`src/rtl/keccak_byte_packer.sv`:
```
// Byte-stream front end for the keccak core: packs bytes big-endian into 32-bit
// words, drives the core's word handshake and resets it before every message.
module keccak_byte_packer (
    input  logic        clk,
    input  logic        reset,
    input  logic [7:0]  s_byte,
    input  logic        s_valid,
    input  logic        s_last,
    input  logic        s_empty,
    output logic        s_ready,
    output logic        k_reset,
    output logic [31:0] k_in,
    output logic        k_in_ready,
    output logic        k_is_last,
    output logic [1:0]  k_byte_num,
    input  logic        k_buffer_full,
    input  logic        k_out_ready,
    output logic        busy
);

    typedef enum logic [2:0] {
        IDLE,
        CLEAR,
        FILL,
        SEND,
        SEND_PAD,
        WAIT_DIGEST
    } state_t;

    state_t      state_q, state_d;
    logic [31:0] acc_q, acc_d;
    logic [1:0]  cnt_q, cnt_d;
    logic        pad_pending_q, pad_pending_d;
    logic [31:0] k_in_q, k_in_d;
    logic        k_is_last_q, k_is_last_d;
    logic [1:0]  k_byte_num_q, k_byte_num_d;
    logic        s_ready_q, s_ready_d;
    logic        k_reset_q, k_reset_d;
    logic        k_in_ready_q, k_in_ready_d;
    logic        busy_q, busy_d;

    logic [31:0] word;
    logic [2:0]  n;

    always_comb begin
        state_d       = state_q;
        acc_d         = acc_q;
        cnt_d         = cnt_q;
        pad_pending_d = pad_pending_q;
        k_in_d        = k_in_q;
        k_is_last_d   = k_is_last_q;
        k_byte_num_d  = k_byte_num_q;
        n             = {1'b0, cnt_q} + 3'd1;

        // Accumulator with the incoming byte dropped into its big-endian slot
        word = acc_q;
        case (cnt_q)
            2'd0:    word[31:24] = s_byte;
            2'd1:    word[23:16] = s_byte;
            2'd2:    word[15:8]  = s_byte;
            default: word[7:0]   = s_byte;
        endcase

        case (state_q)
            IDLE: begin
                if (s_valid) state_d = CLEAR;
            end
            CLEAR: begin
                acc_d         = '0;
                cnt_d         = '0;
                pad_pending_d = 1'b0;
                k_in_d        = '0;
                k_is_last_d   = 1'b0;
                k_byte_num_d  = '0;
                state_d       = FILL;
            end
            FILL: begin
                if (s_valid) begin
                    if (s_last && s_empty) begin
                        k_in_d       = acc_q;
                        k_is_last_d  = 1'b1;
                        k_byte_num_d = cnt_q;
                        state_d      = SEND;
                    end else if (s_last || n == 3'd4) begin
                        k_in_d        = word;
                        k_is_last_d   = s_last && (n != 3'd4);
                        k_byte_num_d  = (s_last && (n != 3'd4)) ? n[1:0] : 2'd0;
                        pad_pending_d = s_last && (n == 3'd4);
                        state_d       = SEND;
                    end else begin
                        acc_d = word;
                        cnt_d = n[1:0];
                    end
                end
            end
            SEND: begin
                if (!k_buffer_full) begin
                    if (pad_pending_q) begin
                        // A length that is a multiple of 4 still needs an empty final word
                        pad_pending_d = 1'b0;
                        k_in_d        = '0;
                        k_is_last_d   = 1'b1;
                        k_byte_num_d  = '0;
                        state_d       = SEND_PAD;
                    end else if (k_is_last_q) begin
                        state_d = WAIT_DIGEST;
                    end else begin
                        acc_d   = '0;
                        cnt_d   = '0;
                        state_d = FILL;
                    end
                end
            end
            SEND_PAD: begin
                if (!k_buffer_full) state_d = WAIT_DIGEST;
            end
            WAIT_DIGEST: begin
                if (k_out_ready) state_d = IDLE;
            end
            default: state_d = IDLE;
        endcase

        s_ready_d    = (state_d == FILL);
        k_reset_d    = (state_d == CLEAR);
        k_in_ready_d = (state_d == SEND) || (state_d == SEND_PAD);
        busy_d       = (state_d != IDLE);
    end

    always_ff @(posedge clk or negedge reset) begin
        if (!reset) begin
            state_q       <= IDLE;
            acc_q         <= '0;
            cnt_q         <= '0;
            pad_pending_q <= 1'b0;
            k_in_q        <= '0;
            k_is_last_q   <= 1'b0;
            k_byte_num_q  <= '0;
            s_ready_q     <= 1'b0;
            k_reset_q     <= 1'b0;
            k_in_ready_q  <= 1'b0;
            busy_q        <= 1'b0;
        end else begin
            state_q       <= state_d;
            acc_q         <= acc_d;
            cnt_q         <= cnt_d;
            pad_pending_q <= pad_pending_d;
            k_in_q        <= k_in_d;
            k_is_last_q   <= k_is_last_d;
            k_byte_num_q  <= k_byte_num_d;
            s_ready_q     <= s_ready_d;
            k_reset_q     <= k_reset_d;
            k_in_ready_q  <= k_in_ready_d;
            busy_q        <= busy_d;
        end
    end

    assign s_ready    = s_ready_q;
    assign k_reset    = k_reset_q;
    assign k_in       = k_in_q;
    assign k_in_ready = k_in_ready_q;
    assign k_is_last  = k_is_last_q;
    assign k_byte_num = k_byte_num_q;
    assign busy       = busy_q;

endmodule

```
`config.mk`:
```
export PLATFORM = sky130hd
export DESIGN_NAME = keccak_byte_packer
export DESIGN_NICKNAME = d
export VERILOG_FILES = /design/src/rtl/keccak_byte_packer.sv
export SDC_FILE = /design/constraint.sdc
export NUM_CORES = 1
export LEC_CHECK = 0
export BUFFER_PORTS_ARGS = -buffer_cell sky130_fd_sc_hd__buf_2
export CAP_MARGIN = 30
export CORE_MARGIN = 2
export CORE_UTILIZATION = 30
export CTS_CLUSTER_SIZE = 12
export DETAILED_ROUTE_END_ITERATION = 10
export GPL_TIMING_DRIVEN = 0
export PLACE_DENSITY = 0.5
export SYNTH_ARGS = -nofsm -noshare
export SYNTH_HDL_FRONTEND = slang
export SYNTH_SLANG_ARGS = --single-unit
export TNS_END_PERCENT = 20
```
`constraint.sdc`:
```
create_clock -name clk -period 3.2 [get_ports clk]
set_input_delay 0.48 -clock clk [delete_from_list [all_inputs] [get_ports clk]]
set_output_delay 0.48 -clock clk [all_outputs]
set_load 0.05 [all_outputs]
```
==> reports/summary.json <==
{
  "first_iter_violations": 110,
  "core.rowCount": 39,
  "r2r_end": "k_in[18]",
  "post-route-period-util": 0.718,
  "die_w_um": 113,
  "arrival_time_of_the_worst_setup_path_ns": 2.51,
  "grt_util_overall": 0.148,
  "synth.top_cell.area_share": 0.537,
  "total_wirelength_of_the_detailed_routed_design_mm": 8.87,
  "via_count": 2696,
  "cp-end-kind": "flip-flop",
  "grt_pass1_vias": 2825,
  "synth_sequential_area_ratio": 0.537,
  "drt-wirelength-per-cell_um": 16.3,
  "design_power_total_mw": 4.67,
  "fin_max_slew_vios": 0,
  "cts_inserted_buffers": 9,
  "worst-path-buf-inv": 1,
  "setup_viol_count_final": 0,
  "final_core_utilization": 0.377,
  "clk_path_buf_depth": 2,
  "synth_cell_types": 41,
  "design.die.area_sq_mm": 0.0129,
  "ioPinCount": 54,
  "fin_crit_ns": 2.30,
  "clkSinkCount": 77,
  "drv_cap": 0,
  "path_class": "flip-flop to flip-flop",
  "numPortBuffers": 53,
  "worstReg2RegStart": "cnt_q[0]",
  "antenna_violating_nets_post_route": 0,
  "clkLatencyLatePin_ns": 0.34,
  "synth_warnings": 0,
  "post-dp-hpwl_mm": 6.25,
  "clock-skew-final_ns": 0.00929,
  "cts_root_buffer": "sky130_fd_sc_hd__clkbuf_16",
  "die_ht_um": 113,
  "layout.filler_cells": 1138,
  "grt_remaining_overflow": 0,
  "setup_tns_ns": 0,
  "slowest_stage": "sky130_fd_sc_hd__o221ai_2",
  "floorplan.initialDensity": 0.311,
  "antenna_found_initial": 0,
  "core_region_area_sq_mm": 0.0116,
  "worst_hold_path_type": "input pin to asynchronous set/reset pin",
  "diodes": 0,
  "tightest_slew_ns": 0.762,
  "timing.reg2reg.worst_path_depth": 5,
  "multi_input_comb_area_sq_mm": 0.00155,
  "syn-mean-instance-area_sq_um": 10.8,
  "htreeDepth": 3,
  "rsz_0062_raised_after_global_routing": "false",
  "yosys_register_bits": 77,
  "outcome": "finished clean",
  "detail_route.vias_per_cell": 4.96,
  "gp_congestion": 0.779,
  "pin_count_of_the_biggest_net_entering_global_routing": 63,
  "cts.clk_slew.worst_paths_ns": 0.06,
  "seqCellArea_sq_mm": 0.00193,
  "first_pass_grt_wire_length_mm": 15.1,
  "vdd.ir_drop.worst_mv": 0.442,
  "worst-path-max-fanout": 10,
  "ys_top_cells_by_area": "sky130_fd_sc_hd__dfrtp_1 54%, sky130_fd_sc_hd__mux2_1 9.4%, sky130_fd_sc_hd__nand2_1 7.0%",
  "crit_path_max_cell_delay_ns": 0.49,
  "timing.critical_path.from_type": "flip-flop",
  "power_density_mw_per_mm2": 1070,
  "holdBufCountCts": 0,
  "final_layout_size_suffix_gt1_frac": 0.229,
  "synth_cell_area_sq_mm": 0.00359,
  "numPlacedInstances": 528,
  "leakagePower_nw": 2.12,
  "final_net_count": 415,
  "route.detailed.drc": 0,
  "number_of_detailed_route_iterations_in_the_first_pass": 4,
  "final-hold-violation-count": 0,
  "cp_cell_sequence": "ha_1 > o21a_1 > o221ai_2 > buf_4 > mux2_1",
  "cts_resizes": 0,
  "fmaxAchievable_mhz": 435,
  "crit_path_start": "cnt_q[0]",
  "clock_tree_from_tritoncts": "done",
  "final_std_cells_w_o_fill": 544,
  "postSynthCellCount": 331,
  "syn-num-nets": 350,
  "share_of_synthesized_registers_carrying_an_async_set_or_reset": 1.00,
  "cp_top_family": "compound AO/OA/AOI/OAI gates",
  "worstSetupEndpoint": "k_in[18]",
  "critPathRequiredTime_ns": 3.41,
  "worst-path-stages": 5,
  "synth_top_area_cell": "sky130_fd_sc_hd__dfrtp_1",
  "dominantRegCellSynth": "sky130_fd_sc_hd__dfrtp_1",
  "area_growth_pct": 21.6,
  "post-cts-setup-buffers": 0,
  "regToRegSetupSlack_ns": 0.90,
  "timing.max_slew.rel_slack": 0.490,
  "synth-edff-count": 0
}
## metal layers
layer | vias to the layer above | wire (um) | track usage
li1 | 1295 | - | -
met1 | 1339 | 4480 | 0.215
met3 | 11 | 339 | 0.0329
met5 | - | 0 | 0
met4 | 0 | 123 | 0.0407
met2 | 51 | 3930 | 0.222
## cells in the mapped netlist (7+ instances only)
library cell               number
sky130_fd_sc_hd__dfrtp_1       77
sky130_fd_sc_hd__nand2_1       67
sky130_fd_sc_hd__a21oi_1       38
sky130_fd_sc_hd__mux2_1        30
sky130_fd_sc_hd__a22o_1        24
sky130_fd_sc_hd__clkbuf_1       9
sky130_fd_sc_hd__nor2b_1        9
sky130_fd_sc_hd__inv_1          7
sky130_fd_sc_hd__nor2_1         7
## worst min path at each step
stage,depth (start not counted),from,slack [ns],endpoint
after floorplan,0,reset,0.18,acc_q[0]
after global placement,1,k_in[17],0.47,k_in[17]
after detailed placement,1,reset,0.37,k_byte_num[0]
after CTS,1,reset,0.01,k_byte_num[0]
after global routing,1,reset,0.02,k_byte_num[0]
final,1,reset,0.01,k_byte_num[1]
## cells by family (layout without fill, tap and decap cells)
family	after synthesis	count (layout)	synth area share
AND/OR/NAND/NOR	102	102	0.130
AO/OA/AOI/OAI	86	86	0.176
flip-flops	77	77	0.537
multiplexers	36	36	0.112
buffers and inverters	26	96	0.0321
adder cells (fa/ha/maj)	4	4	0.0139
## placed cells by master (no fill, tap or decap), types with 2 or more instances in the layout
master and n:
sky130_fd_sc_hd__o2111ai_2 3, sky130_fd_sc_hd__a21boi_1 4, sky130_fd_sc_hd__a21oi_1 38, sky130_fd_sc_hd__mux2_1 30, sky130_fd_sc_hd__a21bo_2 4, sky130_fd_sc_hd__nand2b_1 4
sky130_fd_sc_hd__nor2b_1 9, sky130_fd_sc_hd__buf_2 54, sky130_fd_sc_hd__nor2_1 7, sky130_fd_sc_hd__clkbuf_1 9, sky130_fd_sc_hd__mux2_2 4, sky130_fd_sc_hd__buf_4 5
sky130_fd_sc_hd__nor3_1 2, sky130_fd_sc_hd__clkinvlp_4 3, sky130_fd_sc_hd__a22o_1 24, sky130_fd_sc_hd__and4_1 3, sky130_fd_sc_hd__buf_1 4, sky130_fd_sc_hd__clkbuf_16 9
sky130_fd_sc_hd__o211ai_1 3, sky130_fd_sc_hd__ha_1 4, sky130_fd_sc_hd__nand2_1 67, sky130_fd_sc_hd__nand3_1 2, sky130_fd_sc_hd__mux2i_1 2, sky130_fd_sc_hd__dfrtp_1 77
sky130_fd_sc_hd__inv_1 7
## layout make-up
class	count	share of cell area
plain buffers	19	0.0203
inverters	7	0.00602
well taps	143	0.0410
flip-flops and latches	77	0.441
clock inverters	7	0.0172
multi-input cells	228	0.355
repair buffers	54	0.0676
clock buffers	9	0.0516
## registers in the layout (all words and copies together), names as in the netlist
name           count
acc_q             32
k_in              32
state_q            3
cnt_q              2
k_byte_num         2
busy               1
k_in_ready         1
k_is_last          1
k_reset            1
pad_pending_q      1
s_ready            1
## through the flow
step                area [sq um]  worst slack, ns  hold slack (ns)
global placement            4040            0.901            0.473
global route                4370            0.790           0.0247
detailed placement          4070            0.874            0.373
CTS                         4370            0.887           0.0140
floorplan                   3590             1.28            0.184
finish                      4370            0.902           0.0112
## report_power, final
group          internal (mW)  switching, mW  leakage, nW
logic                  0.697           1.50        0.942
registers               1.28          0.166         1.04
clock network          0.606          0.416        0.138
total                   2.58           2.08         2.12
No activity file was read; power rests on OpenSTA's default activity.
